==> config.mk <==
export PLATFORM = sky130hd
export DESIGN_NAME = alu_pipe
export DESIGN_NICKNAME = d
export VERILOG_FILES = /design/src/rtl/alu_pipe.sv
export SDC_FILE = /design/constraint.sdc
export NUM_CORES = 1
export LEC_CHECK = 0
export CORE_AREA = 3 3 102 104
export DETAILED_ROUTE_END_ITERATION = 8
export DIE_AREA = 0 0 105 107
export DONT_BUFFER_PORTS = 1
export GPL_TIMING_DRIVEN = 0
export PLACE_DENSITY_LB_ADDON = 0.25
export SLEW_MARGIN = 15
export SYNTH_ARGS = -nofsm -noshare
export SYNTH_HDL_FRONTEND = slang
export SYNTH_SLANG_ARGS = --single-unit
==> constraint.sdc <==
create_clock -name clk -period 3.77 [get_ports clk]
set_clock_uncertainty 0.2 [all_clocks]
set_input_delay 0.754 -clock clk [delete_from_list [all_inputs] [get_ports clk]]
set_output_delay 0.754 -clock clk [all_outputs]
set_load 0.01 [all_outputs]
==> src/rtl/alu_pipe.sv <==
// Parametrised accumulator ALU with valid/ready handshake and an output result register.
// MUL is a WIDTH-cycle shift-add sequence; all other opcodes finish in one cycle.
module alu_pipe #(
  parameter int WIDTH = 8
) (
  input  logic             clk,
  input  logic             reset,
  input  logic             in_valid,
  output logic             in_ready,
  input  logic [3:0]       opcode,
  input  logic [WIDTH-1:0] data,
  input  logic [WIDTH-1:0] accum,
  output logic             out_valid,
  input  logic             out_ready,
  output logic [WIDTH-1:0] alu_out,
  output logic             zero,
  output logic             carry,
  output logic             ovf
);

  localparam int SW  = $clog2(WIDTH);
  localparam int MSB = WIDTH - 1;

  localparam logic [1:0] S_IDLE = 2'd0;
  localparam logic [1:0] S_MULT = 2'd1;
  localparam logic [1:0] S_DONE = 2'd2;

  localparam logic [3:0] OP_PASSA = 4'd0;
  localparam logic [3:0] OP_ADD   = 4'd1;
  localparam logic [3:0] OP_SUB   = 4'd2;
  localparam logic [3:0] OP_AND   = 4'd3;
  localparam logic [3:0] OP_XOR   = 4'd4;
  localparam logic [3:0] OP_ABS   = 4'd5;
  localparam logic [3:0] OP_CAL   = 4'd6;
  localparam logic [3:0] OP_CND   = 4'd7;
  localparam logic [3:0] OP_MUL   = 4'd8;
  localparam logic [3:0] OP_SADD  = 4'd9;
  localparam logic [3:0] OP_SHL   = 4'd10;
  localparam logic [3:0] OP_SRA   = 4'd11;

  localparam logic [SW-1:0] CNT_LAST = SW'(WIDTH - 1);

  logic [1:0]         state_q, state_d;
  logic [SW-1:0]      cnt_q, cnt_d;
  logic               out_valid_q, out_valid_d;
  logic [WIDTH-1:0]   alu_out_q, alu_out_d;
  logic               zero_q, zero_d;
  logic               carry_q, carry_d;
  logic               ovf_q, ovf_d;
  logic [2*WIDTH-1:0] mcand_q, mcand_d;
  logic [WIDTH-1:0]   mplier_q, mplier_d;
  logic [2*WIDTH-1:0] prod_q, prod_d;
  logic               zero_mul_q, zero_mul_d;

  logic [WIDTH:0]     add_ext, sub_ext;
  logic               add_ovf, sub_ovf;
  logic [SW-1:0]      shamt;
  logic [WIDTH-1:0]   op_res;
  logic               op_carry, op_ovf;
  logic               accept;

  assign in_ready  = !reset && (state_q == S_IDLE) && (!out_valid_q || out_ready);
  assign accept    = in_valid && in_ready;
  assign out_valid = out_valid_q;
  assign alu_out   = alu_out_q;
  assign zero      = zero_q;
  assign carry     = carry_q;
  assign ovf       = ovf_q;

  always_comb begin
    add_ext  = {1'b0, accum} + {1'b0, data};
    sub_ext  = {1'b0, accum} - {1'b0, data};
    add_ovf  = (accum[MSB] == data[MSB]) && (add_ext[MSB] != accum[MSB]);
    sub_ovf  = (accum[MSB] != data[MSB]) && (sub_ext[MSB] != accum[MSB]);
    shamt    = data[SW-1:0];
    op_res   = '0;
    op_carry = 1'b0;
    op_ovf   = 1'b0;
    case (opcode)
      OP_PASSA: op_res = accum;
      OP_ADD: begin
        op_res   = add_ext[WIDTH-1:0];
        op_carry = add_ext[WIDTH];
        op_ovf   = add_ovf;
      end
      OP_SUB: begin
        op_res   = sub_ext[WIDTH-1:0];
        op_carry = sub_ext[WIDTH];
        op_ovf   = sub_ovf;
      end
      OP_AND:   op_res = accum & data;
      OP_XOR:   op_res = accum ^ data;
      OP_ABS:   op_res = accum[MSB] ? -accum : accum;
      OP_CAL:   op_res = (accum << 2) + accum + (accum >> 3);
      OP_CND:   op_res = accum[MSB] ? -data : ~data;
      OP_SADD: begin
        op_ovf = add_ovf;
        if (add_ovf) op_res = accum[MSB] ? {1'b1, {(WIDTH-1){1'b0}}} : {1'b0, {(WIDTH-1){1'b1}}};
        else         op_res = add_ext[WIDTH-1:0];
      end
      OP_SHL:   op_res = accum << shamt;
      OP_SRA:   op_res = $signed(accum) >>> shamt;
      default:  op_res = '0;
    endcase
  end

  always_comb begin
    state_d     = state_q;
    cnt_d       = cnt_q;
    out_valid_d = out_valid_q;
    alu_out_d   = alu_out_q;
    zero_d      = zero_q;
    carry_d     = carry_q;
    ovf_d       = ovf_q;
    mcand_d     = mcand_q;
    mplier_d    = mplier_q;
    prod_d      = prod_q;
    zero_mul_d  = zero_mul_q;

    // A write in the same edge overrides this consume, giving back-to-back results.
    if (out_valid_q && out_ready) out_valid_d = 1'b0;

    case (state_q)
      S_IDLE: begin
        if (accept) begin
          if (opcode == OP_MUL) begin
            mcand_d    = {{WIDTH{1'b0}}, accum};
            mplier_d   = data;
            prod_d     = '0;
            cnt_d      = '0;
            zero_mul_d = (accum == '0);
            state_d    = S_MULT;
          end else begin
            alu_out_d   = op_res;
            zero_d      = (accum == '0);
            carry_d     = op_carry;
            ovf_d       = op_ovf;
            out_valid_d = 1'b1;
          end
        end
      end
      S_MULT: begin
        if (mplier_q[0]) prod_d = prod_q + mcand_q;
        mcand_d  = mcand_q << 1;
        mplier_d = mplier_q >> 1;
        if (cnt_q == CNT_LAST) begin
          cnt_d   = '0;
          state_d = S_DONE;
        end else begin
          cnt_d = cnt_q + SW'(1);
        end
      end
      S_DONE: begin
        if (!out_valid_q || out_ready) begin
          alu_out_d   = prod_q[WIDTH-1:0];
          zero_d      = zero_mul_q;
          carry_d     = 1'b0;
          ovf_d       = |prod_q[2*WIDTH-1:WIDTH];
          out_valid_d = 1'b1;
          state_d     = S_IDLE;
        end
      end
      default: state_d = S_IDLE;
    endcase
  end

  always_ff @(posedge clk) begin
    if (reset) begin
      state_q     <= S_IDLE;
      cnt_q       <= '0;
      out_valid_q <= 1'b0;
      alu_out_q   <= '0;
      zero_q      <= 1'b0;
      carry_q     <= 1'b0;
      ovf_q       <= 1'b0;
      mcand_q     <= '0;
      mplier_q    <= '0;
      prod_q      <= '0;
      zero_mul_q  <= 1'b0;
    end else begin
      state_q     <= state_d;
      cnt_q       <= cnt_d;
      out_valid_q <= out_valid_d;
      alu_out_q   <= alu_out_d;
      zero_q      <= zero_d;
      carry_q     <= carry_d;
      ovf_q       <= ovf_d;
      mcand_q     <= mcand_d;
      mplier_q    <= mplier_d;
      prod_q      <= prod_d;
      zero_mul_q  <= zero_mul_d;
    end
  end

endmodule

==> out/qor.txt <==
status: finished, final reports clean
Buffers on Ports: 0
Final HPWL DP: 15700 um
list of most frequent post-synthesis cells: nand2_1 (90), nor2_1 (81), dfxtp_1 (58), a21oi_1 (57), ha_1 (46)
Switch Pwr: 0.582 mW
vias in the first global route: 5759
cell leakage power: 2.42 nW
worst hold slack: 0.273 ns
htree depth: 3
GR Overflow Total: 0
worst rel slew slack: 43.3%
CP Max Fanout: 10
drt pass-1 iters: 5
share of the synthesized area in the top cell type: 20.5%
number of DRC markers in iteration 0: 582
Synth Flop Type: dfxtp_1
Syn Inst Count: 739
area leader, netlist: dfxtp_1
Worst VDD drop: 0.360 mV
via count of the routed design: 6010
RSZ-0062 raised after global routing: false
initial antenna violation count: 0
GR peak layer: met2
CP startpoint kind: input port
final setup fails: 0
pre-CTS WS: -0.436 ns
syn_area_per_cell: 7.68 sq um
die area: 11200 sq um
n_diodes: 0
final hold viol count: 0
count leader, synth: nand2_1
highest clock rate: 283 MHz
Mapped Area: 5670 sq um
met3 Usage GRT: 9.27%
Die H: 107 um
largest net degree at the start of global routing: 13
routability cong.: 1.04
worst slew pin tran: 0.844 ns
# hold bufs at CTS: 0
antenna-violating nets left: 0
fin crit share: 93.7%
hold crit path type: reg -> reg
fin util: 62.9%
YS warnings: 0
CP required: 3.80 ns
Combinational Power Share: 27.8%
Filler cells: 905
met2 Usage GRT: 60.7%
first-pass GRT wire length: 32200 um
vias per cell: 6.77
min Tclk post-route: 3.53 ns
Clock Path Buffers: 2
EDFF count, synth: 0
Async SR Flop Fraction: 0%
final wirelength: 20200 um
Die W: 105 um
Core Footprint: 9640 sq um
share of cells above drive strength 1: 8.21%
total internal power: 1.19 mW
sw frac: 32.9%
post-synthesis sequential area ratio: 20.5%
Clock transition at path regs: 0.08 ns
nets: 827
Cell variety after synth: 70
dpl cells: 872
Finished Layout Cells: 888
Synth area leaders: dfxtp_1 (20%), ha_1 (10%), nand2_1 (6.0%)
Synth Register Bits: 58
Rows: 36
max-slew violation count: 0
CTS sink count: 58
clock share of power: 36.0%
Design Area, Final: 6060 sq um
Power Total: 1.77 mW
Clk Latency, worst-skew pair: 0.36 ns
Avg WL per Cell: 22.8 um
Fin Setup TNS: 0 ns
Initial Util: 58.9%
total track usage: 36.9%
sequential power share: 36.2%
arrival time worst endpoint: 3.56 ns
Root Driver: clkbuf_8
Setup Crit Path Kind: in -> reg
met1 Use GR: 44.1%
CTS tree: yes
power per cell area: 292 nW/um^2
final setup margin: 0.237 ns
Layout area overhead: 6.81%
syn_nets: 816
DP Area: 5840 sq um
Post-route DRC: 0
endpoint type of the worst setup path: register
total CTS buffers: 9
total of max-cap violations: 0
IO Count: 37
-- placed cells by master (no fill, tap or decap), types with 4 or more instances in the layout --
cell type	synthesis	layout
o32ai_1	6	6
nand2b_1	12	12
clkbuf_8	0	9
buf_1	5	5
o21a_1	5	5
a21o_1	16	16
o221ai_1	4	4
buf_2	16	16
a311oi_1	17	17
o211ai_1	4	4
nand4_1	4	4
mux4_2	10	10
a21oi_1	57	57
nor2b_1	8	8
a2111oi_0	5	5
nor2_1	81	81
clkbuf_1	24	22
a22oi_1	23	23
a22o_1	9	9
nand2_1	90	90
o22ai_1	8	8
xor2_1	6	6
dfxtp_1	58	58
xnor2_1	29	29
o21ai_0	26	25
a221oi_1	4	4
nor4_1	6	6
nor3_1	19	19
a221o_1	4	4
mux2i_1	7	7
inv_1	28	28
a2bb2oi_1	4	4
nand3_1	18	18
a211oi_1	8	8
o21ai_1	10	11
ha_1	46	46
fa_1	7	7
and3_1	5	5
-- worst max-delay path: stages --
cell      delay [ns]
clkbuf_2        0.21
inv_1           0.14
fa_1            0.58
inv_1           0.06
ha_1            0.29
a21o_1          0.18
a21oi_1         0.21
nor2b_1         0.10
and3b_1         0.18
o21ai_1         0.25
nand4_1         0.22
o41ai_2         0.30
o21ai_1         0.10
-- power groups by stage --
| stage | Sequential, mW | Combinational (mW) | Clock (mW) |
|---|---|---|---|
| floorplan | 0.648 | 0.362 | 0 |
| detailed placement | 0.654 | 0.473 | 0 |
| global placement | 0.653 | 0.466 | 0 |
| global route | 0.641 | 0.533 | 0.674 |
| CTS | 0.640 | 0.477 | 0.645 |
| finish | 0.640 | 0.491 | 0.637 |
-- state kept, by name, summed over array words and instances (netlist names) --
name and flops:
mplier_q 8, prod_q 16, zero_mul_q 1, state_q 2, ovf 1, carry 1, zero 1, mcand_q 16
cnt_q 3, out_valid 1, alu_out 8
-- cell type report --
type | instances | area [sq um] | share of cell area (%)
clock inverters | 7 | 93.8 | 1.55
inverters | 30 | 113 | 1.86
clock buffers | 9 | 124 | 2.04
plain buffers | 49 | 225 | 3.72
flip-flops and latches | 58 | 1160 | 19.2
multi-input cells | 602 | 4180 | 68.9
well taps | 133 | 166 | 2.75
-- cells by family after synthesis --
group                    Yosys count  share of synthesized area (%)
AO/OA/AOI/OAI                    232                           28.7
XOR/XNOR                          35                           5.40
adder cells (fa/ha/maj)           53                           12.6
buffers and inverters             79                           5.91
flip-flops                        58                           20.5
multiplexers                      18                           5.40
AND/OR/NAND/NOR                  264                           21.5
-- worst paths after layout --
kind / end / slack (ns) / cells past startpoint / start
max reg2reg: prod_q[14] / 0.72 / 10 / prod_q[0]
min reg2reg: zero_mul_q / 0.27 / 2 / zero_mul_q
min: zero_mul_q / 0.27 / 2 / zero_mul_q
max: alu_out[6] / 0.24 / 13 / accum[2]
-- per-layer routing --
metal	up-vias	wire length (um)
met4	0	1190
met3	79	2100
li1	2759	-
met2	364	9370
met1	2808	7570
met5	-	0
-- repair_timing --
| item | CTS | global route |
|---|---|---|
| pin swaps | 0 | 0 |
| endpoints found under the hold margin | 0 | 0 |
| resized for setup | 2 | 1 |
| buffers inserted | 0 | 0 |
| endpoints found under the setup margin | 1 | 1 |
Note: power is estimated with default switching activity, not from simulation.
